**src/rtl/rr_arbiter_if.sv**
```systemverilog
// Request/grant bundle between the requesters and the round-robin arbiter.
// Ports: flush, req, gnt_ready driven by the requester side (master);
//        gnt_valid, gnt_onehot, gnt_idx, ptr driven by the arbiter (slave).
interface rr_arbiter_if #(
  parameter int N     = 32,
  parameter int IDX_W = $clog2(N)
);
  logic             flush;
  logic [N-1:0]     req;
  logic             gnt_ready;
  logic             gnt_valid;
  logic [N-1:0]     gnt_onehot;
  logic [IDX_W-1:0] gnt_idx;
  logic [IDX_W-1:0] ptr;

  // Requester / consumer side.
  modport master (
    output flush,
    output req,
    output gnt_ready,
    input  gnt_valid,
    input  gnt_onehot,
    input  gnt_idx,
    input  ptr
  );

  // Arbiter side.
  modport slave (
    input  flush,
    input  req,
    input  gnt_ready,
    output gnt_valid,
    output gnt_onehot,
    output gnt_idx,
    output ptr
  );
endinterface

```
**src/rtl/rr_arbiter.sv**
```systemverilog
// Registered round-robin arbiter: one sticky grant, rotating priority pointer.
// Latency: req sampled at a posedge is presented as a grant after that edge;
//          no combinational path from req to any output.
// Backpressure: a presented grant is held unchanged until gnt_ready; an
//          accept may present the next grant from the same edge.
// Ports: clock, reset (async active-low), bus (rr_arbiter_if.slave) carrying
//        flush/req/gnt_ready in and gnt_valid/gnt_onehot/gnt_idx/ptr out.
// N must be a power of two (>= 2): pointer and index arithmetic rely on
// natural IDX_W-bit wrap-around for the modulo-N step.
module rr_arbiter #(
  parameter int N     = 32,
  parameter int IDX_W = $clog2(N)
) (
  input  logic       clock,
  input  logic       reset,
  rr_arbiter_if.slave bus
);

  typedef enum logic {
    IDLE  = 1'b0,
    GRANT = 1'b1
  } state_t;

  state_t           state;
  logic             valid_q;
  logic [N-1:0]     onehot_q;
  logic [IDX_W-1:0] idx_q;
  logic [IDX_W-1:0] ptr_q;

  // Search start for the next grant. In GRANT the candidate search already
  // starts just past the current winner, so the same combinational result
  // serves a back-to-back grant on accept.
  logic [IDX_W-1:0] base;
  logic [IDX_W-1:0] pos;
  logic [IDX_W-1:0] sel_idx;
  logic             found;

  function automatic logic [N-1:0] to_onehot(input logic [IDX_W-1:0] idx);
    logic [N-1:0] oh;
    oh      = '0;
    oh[idx] = 1'b1;
    return oh;
  endfunction

  // Circular ascending search from base. Walking the offsets from the far
  // end down to zero lets the nearest active requester overwrite any
  // farther one, which gives first-at-or-after-base priority.
  always_comb begin
    base    = (state == GRANT) ? idx_q + IDX_W'(1) : ptr_q;
    found   = 1'b0;
    sel_idx = '0;
    pos     = '0;
    for (int i = N - 1; i >= 0; i--) begin
      pos = base + IDX_W'(i);
      if (bus.req[pos]) begin
        found   = 1'b1;
        sel_idx = pos;
      end
    end
  end

  always_ff @(posedge clock or negedge reset) begin
    if (!reset) begin
      state    <= IDLE;
      valid_q  <= 1'b0;
      onehot_q <= '0;
      idx_q    <= '0;
      ptr_q    <= '0;
    end else if (bus.flush) begin
      // Flush squashes the grant and discards a coincident accept.
      state    <= IDLE;
      valid_q  <= 1'b0;
      onehot_q <= '0;
      idx_q    <= '0;
      ptr_q    <= '0;
    end else begin
      case (state)
        IDLE: begin
          if (found) begin
            state    <= GRANT;
            valid_q  <= 1'b1;
            onehot_q <= to_onehot(sel_idx);
            idx_q    <= sel_idx;
          end
        end
        GRANT: begin
          // Without gnt_ready the grant is sticky regardless of req.
          if (bus.gnt_ready) begin
            ptr_q <= base;
            if (found) begin
              onehot_q <= to_onehot(sel_idx);
              idx_q    <= sel_idx;
            end else begin
              state    <= IDLE;
              valid_q  <= 1'b0;
              onehot_q <= '0;
              idx_q    <= '0;
            end
          end
        end
        default: begin
          state    <= IDLE;
          valid_q  <= 1'b0;
          onehot_q <= '0;
          idx_q    <= '0;
        end
      endcase
    end
  end

  assign bus.gnt_valid  = valid_q;
  assign bus.gnt_onehot = onehot_q;
  assign bus.gnt_idx    = idx_q;
  assign bus.ptr        = ptr_q;

endmodule

```
**src/flat_wrapper.sv**
```systemverilog
// flat-port wrapper written by rule: the top's interface ports become plain ports
module rr_arbiter_flat 
#(
  parameter int N     = 32,
  parameter int IDX_W = $clog2(N)
)
  (clock, reset, bus_flush, bus_req, bus_gnt_ready, bus_gnt_valid, bus_gnt_onehot, bus_gnt_idx, bus_ptr);
  rr_arbiter_if #(.N(N), .IDX_W(IDX_W)) bus_i ();
  input  logic clock;
  input  logic reset;
  input wire logic [$bits(bus_i.flush)-1:0] bus_flush;
  input wire logic [$bits(bus_i.req)-1:0] bus_req;
  input wire logic [$bits(bus_i.gnt_ready)-1:0] bus_gnt_ready;
  output wire logic [$bits(bus_i.gnt_valid)-1:0] bus_gnt_valid;
  output wire logic [$bits(bus_i.gnt_onehot)-1:0] bus_gnt_onehot;
  output wire logic [$bits(bus_i.gnt_idx)-1:0] bus_gnt_idx;
  output wire logic [$bits(bus_i.ptr)-1:0] bus_ptr;
  assign bus_i.flush = bus_flush;
  assign bus_i.req = bus_req;
  assign bus_i.gnt_ready = bus_gnt_ready;
  assign bus_gnt_valid = bus_i.gnt_valid;
  assign bus_gnt_onehot = bus_i.gnt_onehot;
  assign bus_gnt_idx = bus_i.gnt_idx;
  assign bus_ptr = bus_i.ptr;
  rr_arbiter #(.N(N), .IDX_W(IDX_W)) u_core (.clock(clock), .reset(reset), .bus(bus_i));
endmodule
```
**config.mk**
```make
export PLATFORM = sky130hd
export DESIGN_NAME = rr_arbiter_flat
export DESIGN_NICKNAME = d
export VERILOG_FILES = /design/src/rtl/rr_arbiter_if.sv /design/src/rtl/rr_arbiter.sv /design/src/flat_wrapper.sv
export SDC_FILE = /design/constraint.sdc
export NUM_CORES = 1
export LEC_CHECK = 0
export CAP_MARGIN = 20
export CELL_PAD_IN_SITES_DETAIL_PLACEMENT = 1
export CELL_PAD_IN_SITES_GLOBAL_PLACEMENT = 2
export CORE_MARGIN = 2
export CORE_UTILIZATION = 40
export DETAILED_ROUTE_END_ITERATION = 16
export PLACE_DENSITY = 0.93
export SYNTH_ARGS = -nofsm -noshare
export SYNTH_HDL_FRONTEND = slang
export SYNTH_SLANG_ARGS = --single-unit
export TNS_END_PERCENT = 5
```
**constraint.sdc**
```tcl
create_clock -name clock -period 13.9 [get_ports clock]
set_input_delay 2.78 -clock clock [delete_from_list [all_inputs] [get_ports clock]]
set_output_delay 2.78 -clock clock [all_outputs]
set_load 0.005 [all_outputs]
```
==> impl_metrics.tcl <==
set metrics [dict create \
    grt_pass1_wl_um 55500 \
    coreArea_um2 20400 \
    grt_use_total_pct 32.8 \
    wirelength_um 36300 \
    dp_hpwl_um 27700 \
    synth_edf_count 0 \
    tns_ns 0 \
    num_rows 52 \
    required_ns 14.08 \
    finalNetCount 1045 \
    rrSetupSlack_ns 6.90 \
    hold_viol 0 \
    yosys.cell_count.top_type "nand2_1" \
    start_util_pct 41.0 \
    die-area_um2 22100 \
    cts-htree-levels 2 \
    crit_family "compound AO/OA/AOI/OAI gates" \
    status "finished clean" \
    first_pass_iters 5 \
    avgSynthCellArea_um2 8.71 \
    dieHeight_um 149 \
    portBuffers 78 \
    synthCells 959 \
    avgViaCountPerCell 7.22 \
    antenna_found_initial 0 \
    slew-limit-headroom_pct 22.8 \
    cts_tree "done" \
    slowest_delay_ns 0.73 \
    yosys_register_bits 44 \
    crit_chain "clkdlybuf4s50_1 -> and3_1 -> a211oi_1 -> a211o_1 -> nand2_1 -> o211ai_1 -> nand3_1 -> nor4b_1 -> a211o_1 -> o211ai_1 -> a211oi_1 -> nor2_1 -> a32o_1" \
    drc 0 \
    crit_arrival_ns 7.39 \
    min_period_over_period_pct 51.9 \
    crit_path_end_kind "register" \
    routedWlPerCell_um 28.5 \
    setup_viol 0 \
    maxCapViolations 0 \
    cpMaxStageDelayCell "o211ai_1" \
    clk_path_buf_depth 2 \
    clock_sinks 44 \
    synth.largest_area_cell "mux4_2" \
    ys_async_sr_fraction_pct 100 \
    area_growth_pct 13.3 \
    cts_buffers 5 \
    grt_util_met3_pct 7.45 \
    fmax_mhz 139 \
    crit_fanout 13 \
    grt_util_met2_pct 49.9 \
    post_cts_resized 0 \
    place.gp.congestion 1.06 \
    worst_slew_pin_slew_ns 1.15 \
    vias 9192 \
    fin_util_pct 46.5 \
    drive_above_1_share_pct 15.5 \
    rsz0062_at_grt "no" \
    report.final.slew_viol_count 0 \
    busiest_layer "met2" \
    overflow 0 \
    grt_util_met1_pct 45.5 \
    drt_iter0_markers 1003 \
    hold_buffers 0 \
    grt_pass1_vias 9046 \
    fin_ws_ns 6.69 \
    path_buf_inv 1 \
    grt_max_degree 60 \
    start_kind "input pin" \
    synthFlopType "dfrtp_1" \
    drtAntennaViolNets 0 \
    ys_warn_count 0 \
    clkTransAtPathRegs_ns 0.06 \
    seq_area_frac_synth_pct 13.2 \
    boundaryPins 79 \
    synth_nets 1001 \
    synth_common_cells "nand2_1 (84), mux2i_1 (77), nor2_1 (65), mux4_2 (52), nand3_1 (46)" \
    synth_top_area_share_pct 14.0 \
    post-cts-setup-buffers 0 \
    synth_top_cells_by_area "mux4_2 (14%), dfrtp_1 (13%), mux2i_1 (9.2%), nand2_1 (3.8%), a32o_1 (3.0%)" \
    root_buffer "clkbuf_16" \
    yosysUniqueCellTypes 89 \
    crit_type "in2reg" \
    fin_skew_ns 0.00339 \
    clk_latency_ns 0.29 \
    fin_crit_ns 7.21 \
    die_w_um 149 \
    hold_class "reg2reg" \
    place_ws_ns 6.57 \
    syn_area_um2 8350 \
]
layout by cell type, fill, tap and decap left out, types with 33 or more instances in the layout:
master | netlist | final
a211oi_1 | 33 | 33
a21oi_1 | 39 | 39
clkdlybuf4s50_1 | 0 | 77
dfrtp_1 | 44 | 44
mux2i_1 | 77 | 77
mux4_2 | 52 | 52
nand2_1 | 84 | 84
nand3_1 | 46 | 46
nor2_1 | 65 | 65
o21ai_0 | 37 | 37
state kept, by name, indices dropped and copies added, names as in the netlist:
signal	count
u_core.bus.gnt_valid	1
u_core.bus.ptr	5
u_core.state	1
u_core.bus.gnt_onehot	32
u_core.bus.gnt_idx	5
path summary, 6_finish.rpt:
check	start	endpoint	cells past startpoint
setup reg to reg	u_core.bus.gnt_idx[0]$_DFFE_PN0P_	u_core.bus.gnt_onehot[17]$_DFFE_PN0P_	19
hold reg to reg	u_core.bus.gnt_onehot[29]$_DFFE_PN0P_	u_core.bus.gnt_onehot[29]$_DFFE_PN0P_	1
min in group asynchronous	reset	u_core.bus.gnt_onehot[11]$_DFFE_PN0P_	1
max in group asynchronous	reset	u_core.bus.gnt_onehot[24]$_DFFE_PN0P_	1
setup / recovery	bus_req[17]	u_core.bus.gnt_onehot[30]$_DFFE_PN0P_	13
hold / removal	u_core.bus.gnt_onehot[29]$_DFFE_PN0P_	u_core.bus.gnt_onehot[29]$_DFFE_PN0P_	1
layout make-up:
class	instances	area, um^2
Fill cell	2354	10900
Multi-Input combinational cell	837	6890
Clock buffer	5	125
Sequential cell	44	1100
Tap cell	270	338
Clock inverter	2	12.5
Inverter	14	55.1
Antenna cell	1	2.50
Timing Repair Buffer	101	948
worst reg2reg max path, delay by kind of cell, from the launching register on:
family,cells,cell delay (ns)
compound gates,4,1.05
xor+xnor,1,0.31
fa+ha+maj,2,0.73
buf+inv,3,1.22
flops,1,0.54
mux,1,0.47
simple gates,8,2.56
metrics by stage:
stage	instances	area, um^2	hold slack (ns)
after floorplan	959	8350	0.473
after global placement	1265	9320	0.476
after detailed placement	1265	9320	0.480
after CTS	1272	9460	0.497
after global routing	1273	9470	0.509
final	1274	9470	0.494
metal layers:
layer	part of all wire, %	vias to the layer above
li1	-	3938
met1	41	4578
met2	44	579
met3	10	97
met4	4.0	0
met5	0	-
cell families (layout without fill, tap and decap cells):
kind of cell | count (synthesis) | count (layout) | share of synthesized area, %
other | 0 | 1 | 0
adder cells (fa/ha/maj) | 6 | 6 | 0.899
AO/OA/AOI/OAI | 300 | 300 | 26.5
flip-flops | 44 | 44 | 13.2
XOR/XNOR | 33 | 33 | 4.09
buffers and inverters | 78 | 122 | 4.79
multiplexers | 169 | 169 | 30.3
AND/OR/NAND/NOR | 329 | 329 | 20.2
Power is not shown: default switching activity piles up to over one toggle a cycle in this logic, so the estimate is an artifact.
